==> config.mk <==
export PLATFORM = sky130hd
export DESIGN_NAME = seq_divider
export DESIGN_NICKNAME = d
export VERILOG_FILES = /design/src/rtl/seq_divider.sv
export SDC_FILE = /design/constraint.sdc
export NUM_CORES = 1
export LEC_CHECK = 0
export CORE_AREA = 8 8 141 143
export DETAILED_ROUTE_END_ITERATION = 6
export DIE_AREA = 0 0 149 151
export DONT_BUFFER_PORTS = 1
export HOLD_SLACK_MARGIN = 0.03
export PLACE_DENSITY = 0.77
export SETUP_SLACK_MARGIN = 0.4
export SYNTH_ARGS = -nofsm -noshare
export SYNTH_HDL_FRONTEND = slang
export SYNTH_SLANG_ARGS = --single-unit
==> constraint.sdc <==
create_clock -name clk -period 2.9 [get_ports clk]
set_input_delay 0.58 -clock clk [delete_from_list [all_inputs] [get_ports clk]]
set_output_delay 0.58 -clock clk [all_outputs]
set_load 0.1 [all_outputs]
==> src/rtl/seq_divider.sv <==
`default_nettype none
// ============================================================================
// Module   : seq_divider
// Purpose  : Start/ready restoring divider (2N-bit / N-bit), one quotient bit
//            per clock. Optional div_zero flag when DIV_ZERO_FLAG_EN is defined.
// Revision : 1.0  initial release
// ============================================================================
module seq_divider #(
  parameter int N = 24
) (
  input  logic           clk,
  input  logic           rst_n,
  input  logic           start,
  input  logic [2*N-1:0] input0,
  input  logic [N-1:0]   input1,
  output logic [2*N-1:0] output0,
  output logic [N-1:0]   output1,
  output logic           ready,
  output logic           busy
`ifdef DIV_ZERO_FLAG_EN
  ,
  output logic           div_zero
`endif
);

  localparam int CNT_W = $clog2(2*N+1);

  typedef enum logic [1:0] {
    S_IDLE = 2'd0,
    S_BUSY = 2'd1,
    S_DONE = 2'd2
  } state_t;

  state_t           state_q;
  logic [N-1:0]     rem_q;
  logic [N-1:0]     rem_d;
  logic [N-1:0]     dvs_q;
  logic [2*N-1:0]   quo_q;
  logic [2*N-1:0]   quo_d;
  logic [2*N-1:0]   output0_q;
  logic [N-1:0]     output1_q;
  logic [CNT_W-1:0] cnt_q;
  logic             ready_q;
  logic             busy_q;
  logic [N:0]       shift_r;
  logic             fits;
`ifdef DIV_ZERO_FLAG_EN
  logic             div_zero_q;
`endif

  // The partial remainder always stays below the divisor, so N bits hold it
  // between iterations; only the shifted trial value needs the extra bit.
  always_comb begin
    shift_r = {rem_q, quo_q[2*N-1]};
    fits    = (shift_r >= {1'b0, dvs_q});
    rem_d   = fits ? (shift_r[N-1:0] - dvs_q) : shift_r[N-1:0];
    quo_d   = {quo_q[2*N-2:0], fits};
  end

  always_ff @(posedge clk) begin
    if (!rst_n) begin
      state_q   <= S_IDLE;
      rem_q     <= '0;
      dvs_q     <= '0;
      quo_q     <= '0;
      output0_q <= '0;
      output1_q <= '0;
      cnt_q     <= '0;
      ready_q   <= 1'b0;
      busy_q    <= 1'b0;
`ifdef DIV_ZERO_FLAG_EN
      div_zero_q <= 1'b0;
`endif
    end else begin
      case (state_q)
        S_IDLE: begin
          if (start) begin
            dvs_q  <= input1;
            cnt_q  <= CNT_W'(2*N);
            busy_q <= 1'b1;
`ifdef DIV_ZERO_FLAG_EN
            div_zero_q <= 1'b0;
`endif
            if (input1 == '0) begin
              rem_q   <= input0[N-1:0];
              quo_q   <= '1;
              state_q <= S_DONE;
            end else begin
              rem_q   <= '0;
              quo_q   <= input0;
              state_q <= S_BUSY;
            end
          end
        end
        S_BUSY: begin
          rem_q <= rem_d;
          quo_q <= quo_d;
          cnt_q <= cnt_q - CNT_W'(1);
          if (cnt_q == CNT_W'(1)) begin
            output0_q <= quo_d;
            output1_q <= rem_d;
            ready_q   <= 1'b1;
            state_q   <= S_DONE;
          end
        end
        S_DONE: begin
          // Arriving here with ready low only happens on the divide-by-zero path.
          if (ready_q) begin
            ready_q <= 1'b0;
            busy_q  <= 1'b0;
            state_q <= S_IDLE;
          end else begin
            output0_q <= quo_q;
            output1_q <= rem_q;
            ready_q   <= 1'b1;
`ifdef DIV_ZERO_FLAG_EN
            div_zero_q <= 1'b1;
`endif
          end
        end
        default: state_q <= S_IDLE;
      endcase
    end
  end

  assign output0 = output0_q;
  assign output1 = output1_q;
  assign ready   = ready_q;
  assign busy    = busy_q;
`ifdef DIV_ZERO_FLAG_EN
  assign div_zero = div_zero_q;
`endif

endmodule
`default_nettype wire

# Word-level counts from Yosys, hierarchy flattened
# Index checks and enable logic that the tools add are counted.
[word_totals] reg_bits=178 latchBits=0 ram_bits=0 rom_bits=0 input_bits=75 elab_cells=56 memories=0
[op_classes] addsub=2 multipliers=0 div_mod_pow=0 order_cmp=1 eq_ne=7 n_shift=0 muxes=26 bitwise_logic=0 n_reduce_logical=11
[op_table] op="48-bit two-way mux" n=4
[op_table] op="48-bit one-hot mux with 2 select lines" n=2
[op_table] op="24-bit two-way mux" n=5
[op_table] op="24-bit one-hot mux with 2 select lines" n=2
[op_table] op="25-bit by 24-bit >= comparator with 1-bit output" n=1
[op_table] op="24-bit logical NOT" n=1
[op_table] op="24-bit subtractor" n=1
[op_table] op="6-bit one-hot mux with 2 select lines" n=1
[op_table] op="3-bit AND reduction" n=3
[op_table] op="2-bit two-way mux" n=4
[op_table] op="2-bit != test (second input constant)" n=4
[op_table] op="6-bit by 1-bit == test with 1-bit output (second input constant)" n=1
[op_table] op="6-bit two-way mux" n=1
[op_table] op="2-bit one-hot mux with 3 select lines" n=1
[op_table] op="2-bit AND reduction" n=3
[op_table] op="2-bit nonzero test" n=3
[op_table] op="6-bit by 1-bit subtractor with 6-bit output (second input constant)" n=1
[op_table] op="1-bit two-way mux" n=4
[op_table] op="1-bit one-hot mux with 2 select lines" n=2
[op_table] op="2-bit by 1-bit == test with 1-bit output (second input constant)" n=1
[op_table] op="2-bit == test (second input constant)" n=1
[op_table] op="2-bit logical NOT" n=1

# Depth between registers and ports, before layout
[depth] ltp_word=4 depth_mapped=14

# Worst setup path before layout
# Ideal clock, no wire load.
[synth_timing] path_type="register -> register" startpoint="register quo_q[47]" endpoint="register output1_q[18] (netlist: output1[18])" t_arrival_ps=2585 required_time_ps=2784 setup_slack_ps=198 stages_incl_launch_ff=14 n_path_buf=0 period_less_slack_ps=2702 path_cell_list="dfxtp_1 inv_1 ha_1 inv_1 fa_1 a211oi_1 o21ai_0 a21oi_1 o311ai_0 a21boi_0 xnor2_1 mux2i_1 a21oi_1 a31o_2"
[synth_between] elab_chain_len=4
[synth_rtl] element="start: declaration" line="38" text="logic [2*N-1:0] quo_q;"
[synth_rtl] element="start signal: assignment" line="90" text="quo_q <= input0;"
[synth_rtl] element="start signal: assignment" line="97" text="quo_q <= quo_d;"
[synth_rtl] element="24-bit subtractor / 25-bit by 24-bit >= comparator with 1-bit output (equally long branches)" line="56, 55"
[synth_rtl] element="24-bit two-way mux (*)" line="56" text="rem_d = fits ? (shift_r[N-1:0] - dvs_q) : shift_r[N-1:0];"
[synth_rtl] element="24-bit two-way mux (*)" line="99" text="if (cnt_q == CNT_W'(1)) begin"
[synth_rtl] element="24-bit one-hot mux with 2 select lines (*)" line="75" text="case (state_q)"
[synth_rtl] element="end signal: assignment" line="101" text="output1_q <= rem_d;"
[synth_rtl] element="end signal: assignment" line="114" text="output1_q <= rem_q;"
[synth_rtl] element="end: declaration" line="41" text="logic [N-1:0] output1_q;"
# Every way passes the cells marked *; elsewhere a longest branch is shown, timed or not. The select of a mux whose other input is x is not followed.
# A chain may end at the register's enable or synchronous reset.

# Final worst setup path
[layout_timing] startpoint="register rem_q[14]" endpoint="register rem_q[6]"
[layout_between] elab_chain_len=3
[layout_rtl] element="start: declaration" line="35" text="logic [N-1:0] rem_q;"
[layout_rtl] element="start signal: assignment" line="85" text="rem_q <= input0[N-1:0];"
[layout_rtl] element="start signal: assignment" line="96" text="rem_q <= rem_d;"
[layout_rtl] element="25-bit by 24-bit >= comparator with 1-bit output" line="55" text="fits = (shift_r >= {1'b0, dvs_q});"
[layout_rtl] element="24-bit two-way mux" line="56"
[layout_rtl] element="24-bit one-hot mux with 2 select lines" line="75"
# Every way passes these cells.

==> summary.md <==
| Metric | Value |
|---|---|
| Mean area per synthesized cell | `8.11 um^2` |
| Vias in the first global route | `8333` |
| Result of the run | `complete, but fails checks` |
| Total CTS buffers | `17` |
| Maximum Capacitance Violations | `0` |
| Leakage power of the design | `0.00476 uW` |
| Path type of the worst setup path | `register to register` |
| Core region area | `0.0177 mm^2` |
| Met2 wire length | `14100 um` |
| Hold path endpoint | `dvs_q[20]` |
| Clock slew seen by the registers of the worst setup and hold paths | `0.07 ns` |
| Depth of the worst hold-timing path | `2` |
| Critical path's largest stage delay | `0.42 ns` |
| Fraction of the cycle the final worst path needs | `101%` |
| Die Height | `151 um` |
| Count of TritonRoute iterations in the first routing pass | `5` |
| Combined area of all synthesized cells | `0.00957 mm^2` |
| Critical path endpoint category | `register` |
| Area growth from synthesis to layout | `22.4%` |
| Critical Path Slowest Stage Cell | `sky130_fd_sc_hd__ha_2` |
| Worst setup margin | `-0.0327 ns` |
| Average wire length per cell after detail routing | `21.1 um` |
| Clock skew | `0.00786 ns` |
| Deepest level of the CTS H-tree | `4` |
| Vias per Instance | `6.45` |
| Relative max-transition margin | `28.6%` |
| Number of flops mapped to enable cells by yosys | `0` |
| Share of layout cells above drive strength 1 | `24.3%` |
| Source of the worst register-to-register timing path | `rem_q[14]` |
| Setup tns final | `-0.0603 ns` |
| Count of input and output buffers | `0` |
| Final Max Slew Viols | `0` |
| Top-Level Pins | `149` |
| WL met1 | `11900 um` |
| Arrival time at the worst endpoint | `3.28 ns` |
| Critical path cell sequence | `ha_2 > and3_4 > nand2_1 > nor4_4 > nor4b_2 > a22o_4 > buf_12 > buf_16 > mux2i_4 > a21o_1 > a21oi_2` |
| Detailed Place HPWL | `19600 um` |
| Slack of the worst reg-to-reg path | `-0.03 ns` |
| Worst IR Drop VDD | `0.609 mV` |
| Startpoint types | `register` |
| Async set-reset flop share out of synthesis | `0%` |
| Fmax | `0.341 GHz` |
| Final-stage net count | `1302` |
| Post-synth top flop | `sky130_fd_sc_hd__dfxtp_1` |
| Cell type with the largest total area after synthesis | `sky130_fd_sc_hd__dfxtp_1` |
| Fill count | `1377` |
| Sequential element share of the synthesized area | `37.3%` |
| Post-route cell area | `0.0117 mm^2` |
| Most frequent cells in the layout | `sky130_fd_sc_hd__nand2_1 (215), sky130_fd_sc_hd__dfxtp_1 (159), sky130_fd_sc_hd__a21oi_1 (90)` |
| Top post-synthesis cells by area | `sky130_fd_sc_hd__dfxtp_1 (37%), sky130_fd_sc_hd__nand2_1 (8.5%), sky130_fd_sc_hd__a21boi_0 (6.0%)` |
| Register bit total from synthesis | `178` |
| Antenna violations before repair | `0` |
| Path type of the worst min-delay path | `input pin to register` |
| Leading cell type in the layout, fill and taps excluded | `sky130_fd_sc_hd__nand2_1` |
| Via count of the routed design | `9298` |
| Violations in the final reports | `setup timing` |
| Clock tree buffer depth | `2` |
| Final hold violation count | `0` |
| Top Metal Used | `met4` |
| Setup Viol. Count Final | `2` |
| Hold buffer count at cts | `0` |
| Clock insertion delay at the later pin of the skew report | `0.43 ns` |
| Worst-margin pin slew | `1.07 ns` |
| Grt total ovfl | `0` |
| Placed cell area | `0.0102 mm^2` |
| Placer's final routability congestion estimate | `0.899` |
| Shortest clock period the worst path allows after layout | `2.93 ns` |
| Row Count | `49` |
| Detailed-route wire length | `30400 um` |
| Pin count of the biggest net entering global routing | `195` |
| Capturing point of the worst reg2reg path | `rem_q[6]` |
| Total power | `13100 uW` |
| Die area | `0.0225 mm^2` |
| Die W | `149 um` |
| Netlist cell types | `65` |
| Setup repair after global routing missed its margin | `true` |
| Clock tree from TritonCTS | `yes` |
| Iteration-0 DRC count of the detailed router | `893` |
| Proportion of netlist area held by the largest area contributor | `37.3%` |
| Antenna-violating nets left | `0` |
| Tot GR Track Use | `25.1%` |
| Total clock sinks | `178` |
| Startpoint of the tightest hold check path | `input1[20]` |
| Total power per unit cell area | `1120 mW/mm^2` |
| Routed wire length on met3 | `2990 um` |
| Total number of yosys warnings | `0` |
| First-pass GRT wire length | `45200 um` |
| Maximum fanout count along the critical path | `8` |
| Launching instance or port of the critical path | `rem_q[14]` |
| Worst Path Required | `3.24 ns` |
| Post-detailed-route DRC marker count | `0` |
| Initial core utilization | `54.2%` |
| Post-synthesis instance total | `1179` |
| Post-route core utilization | `66.3%` |
| Net Count, Synth | `1281` |
| Final antenna diode count | `0` |
| Root Driver | `sky130_fd_sc_hd__clkbuf_16` |
| Worst Reg-to-Reg Cells | `11` |
[cell families after synthesis]
group	Yosys count	share of synthesized area, %
simple gates	383	18.3
flops	178	37.3
buf+inv	133	5.44
mux	23	2.64
compound gates	412	30.6
xor+xnor	23	2.11
fa+ha+maj	27	3.61
[critical path, delay by kind of cell (launching register included)]
| family | cells | cell delay (ns) |
|---|---|---|
| fa+ha+maj | 1 | 0.42 |
| buf+inv | 2 | 0.29 |
| flops | 1 | 0.37 |
| simple gates | 4 | 0.88 |
| mux | 1 | 0.19 |
| compound gates | 3 | 0.69 |
[layout make-up]
class	instances	area (um^2)	share of cell area [%]
clock buffers	21	460	3.93
repair buffers	105	917	7.84
clock inverters	10	126	1.08
multi-input cells	868	6210	53.0
flip-flops and latches	178	3590	30.7
well taps	229	287	2.45
inverters	30	113	0.962
[how the worst max path moves through the flow]
stage / to / cells after the start
3_3_place_gp: output1[16] / 14
2_1_floorplan: output1[1] / 14
5_1_grt: output1[1] / 12
6_report: rem_q[6] / 11
4_1_cts: rem_q[13] / 13
3_5_place_dp: output1[16] / 14
[power by group]
group | internal, uW | leakage [uW] | switching (uW)
sequential | 2880 | 0.00147 | 1500
combinational | 3090 | 0.00302 | 3360
clock | 1320 | 0.000276 | 1000
total | 7290 | 0.00476 | 5860
[registers in the layout (all words and copies together), names as in the netlist]
register and cells:
dvs_q 24, quo_q 48, state_q 2, cnt_q 6, rem_q 24, output1 24, ready 1, busy 1
output0 48
[per-stage QoR]
stage	hold slack, ns	instances	worst slack, ns
finish	0.285	1441	-0.0327
global route	0.279	1441	-0.0969
CTS	0.283	1426	0.0895
detailed placement	0.456	1381	-0.0411
global placement	0.451	1381	0.00944
floorplan	0.442	1179	0.241
[synth_stat cells (5+ instances only)]
cell type	count
sky130_fd_sc_hd__nand2b_1	7
sky130_fd_sc_hd__o211ai_1	20
sky130_fd_sc_hd__a21o_1	15
sky130_fd_sc_hd__o211a_1	51
sky130_fd_sc_hd__clkbuf_1	93
sky130_fd_sc_hd__nand2_1	216
sky130_fd_sc_hd__a221oi_2	5
sky130_fd_sc_hd__nand3_1	55
sky130_fd_sc_hd__a31o_2	11
sky130_fd_sc_hd__o221ai_1	22
sky130_fd_sc_hd__and3_1	5
sky130_fd_sc_hd__nor4_1	7
sky130_fd_sc_hd__dfxtp_1	178
sky130_fd_sc_hd__inv_1	30
sky130_fd_sc_hd__nor2b_1	7
sky130_fd_sc_hd__ha_1	26
sky130_fd_sc_hd__and2_1	7
sky130_fd_sc_hd__nand3b_1	24
sky130_fd_sc_hd__a21boi_0	76
sky130_fd_sc_hd__o21ai_0	54
sky130_fd_sc_hd__xor2_1	8
sky130_fd_sc_hd__nor2_1	32
sky130_fd_sc_hd__o21a_1	5
sky130_fd_sc_hd__a211oi_1	16
sky130_fd_sc_hd__a21oi_1	110
sky130_fd_sc_hd__mux2i_1	17
sky130_fd_sc_hd__xnor2_1	15
sky130_fd_sc_hd__buf_1	5
[timing repair]
action / 4_1_cts / 5_1_grt
resized for setup: 85 / 74
pin swaps: 43 / 39
cloned: 1 / 0
buffers inserted: 13 / 15
setup endpoints to repair: 50 / 50
[routing by layer]
layer / GRT usage, % / vias to the layer above
met1: 30.8 / 4440
met4: 11.4 / 0
met5: 0 / -
li1: - / 4274
met3: 6.72 / 101
met2: 40.7 / 483
No activity file was read; power rests on OpenSTA's default activity.
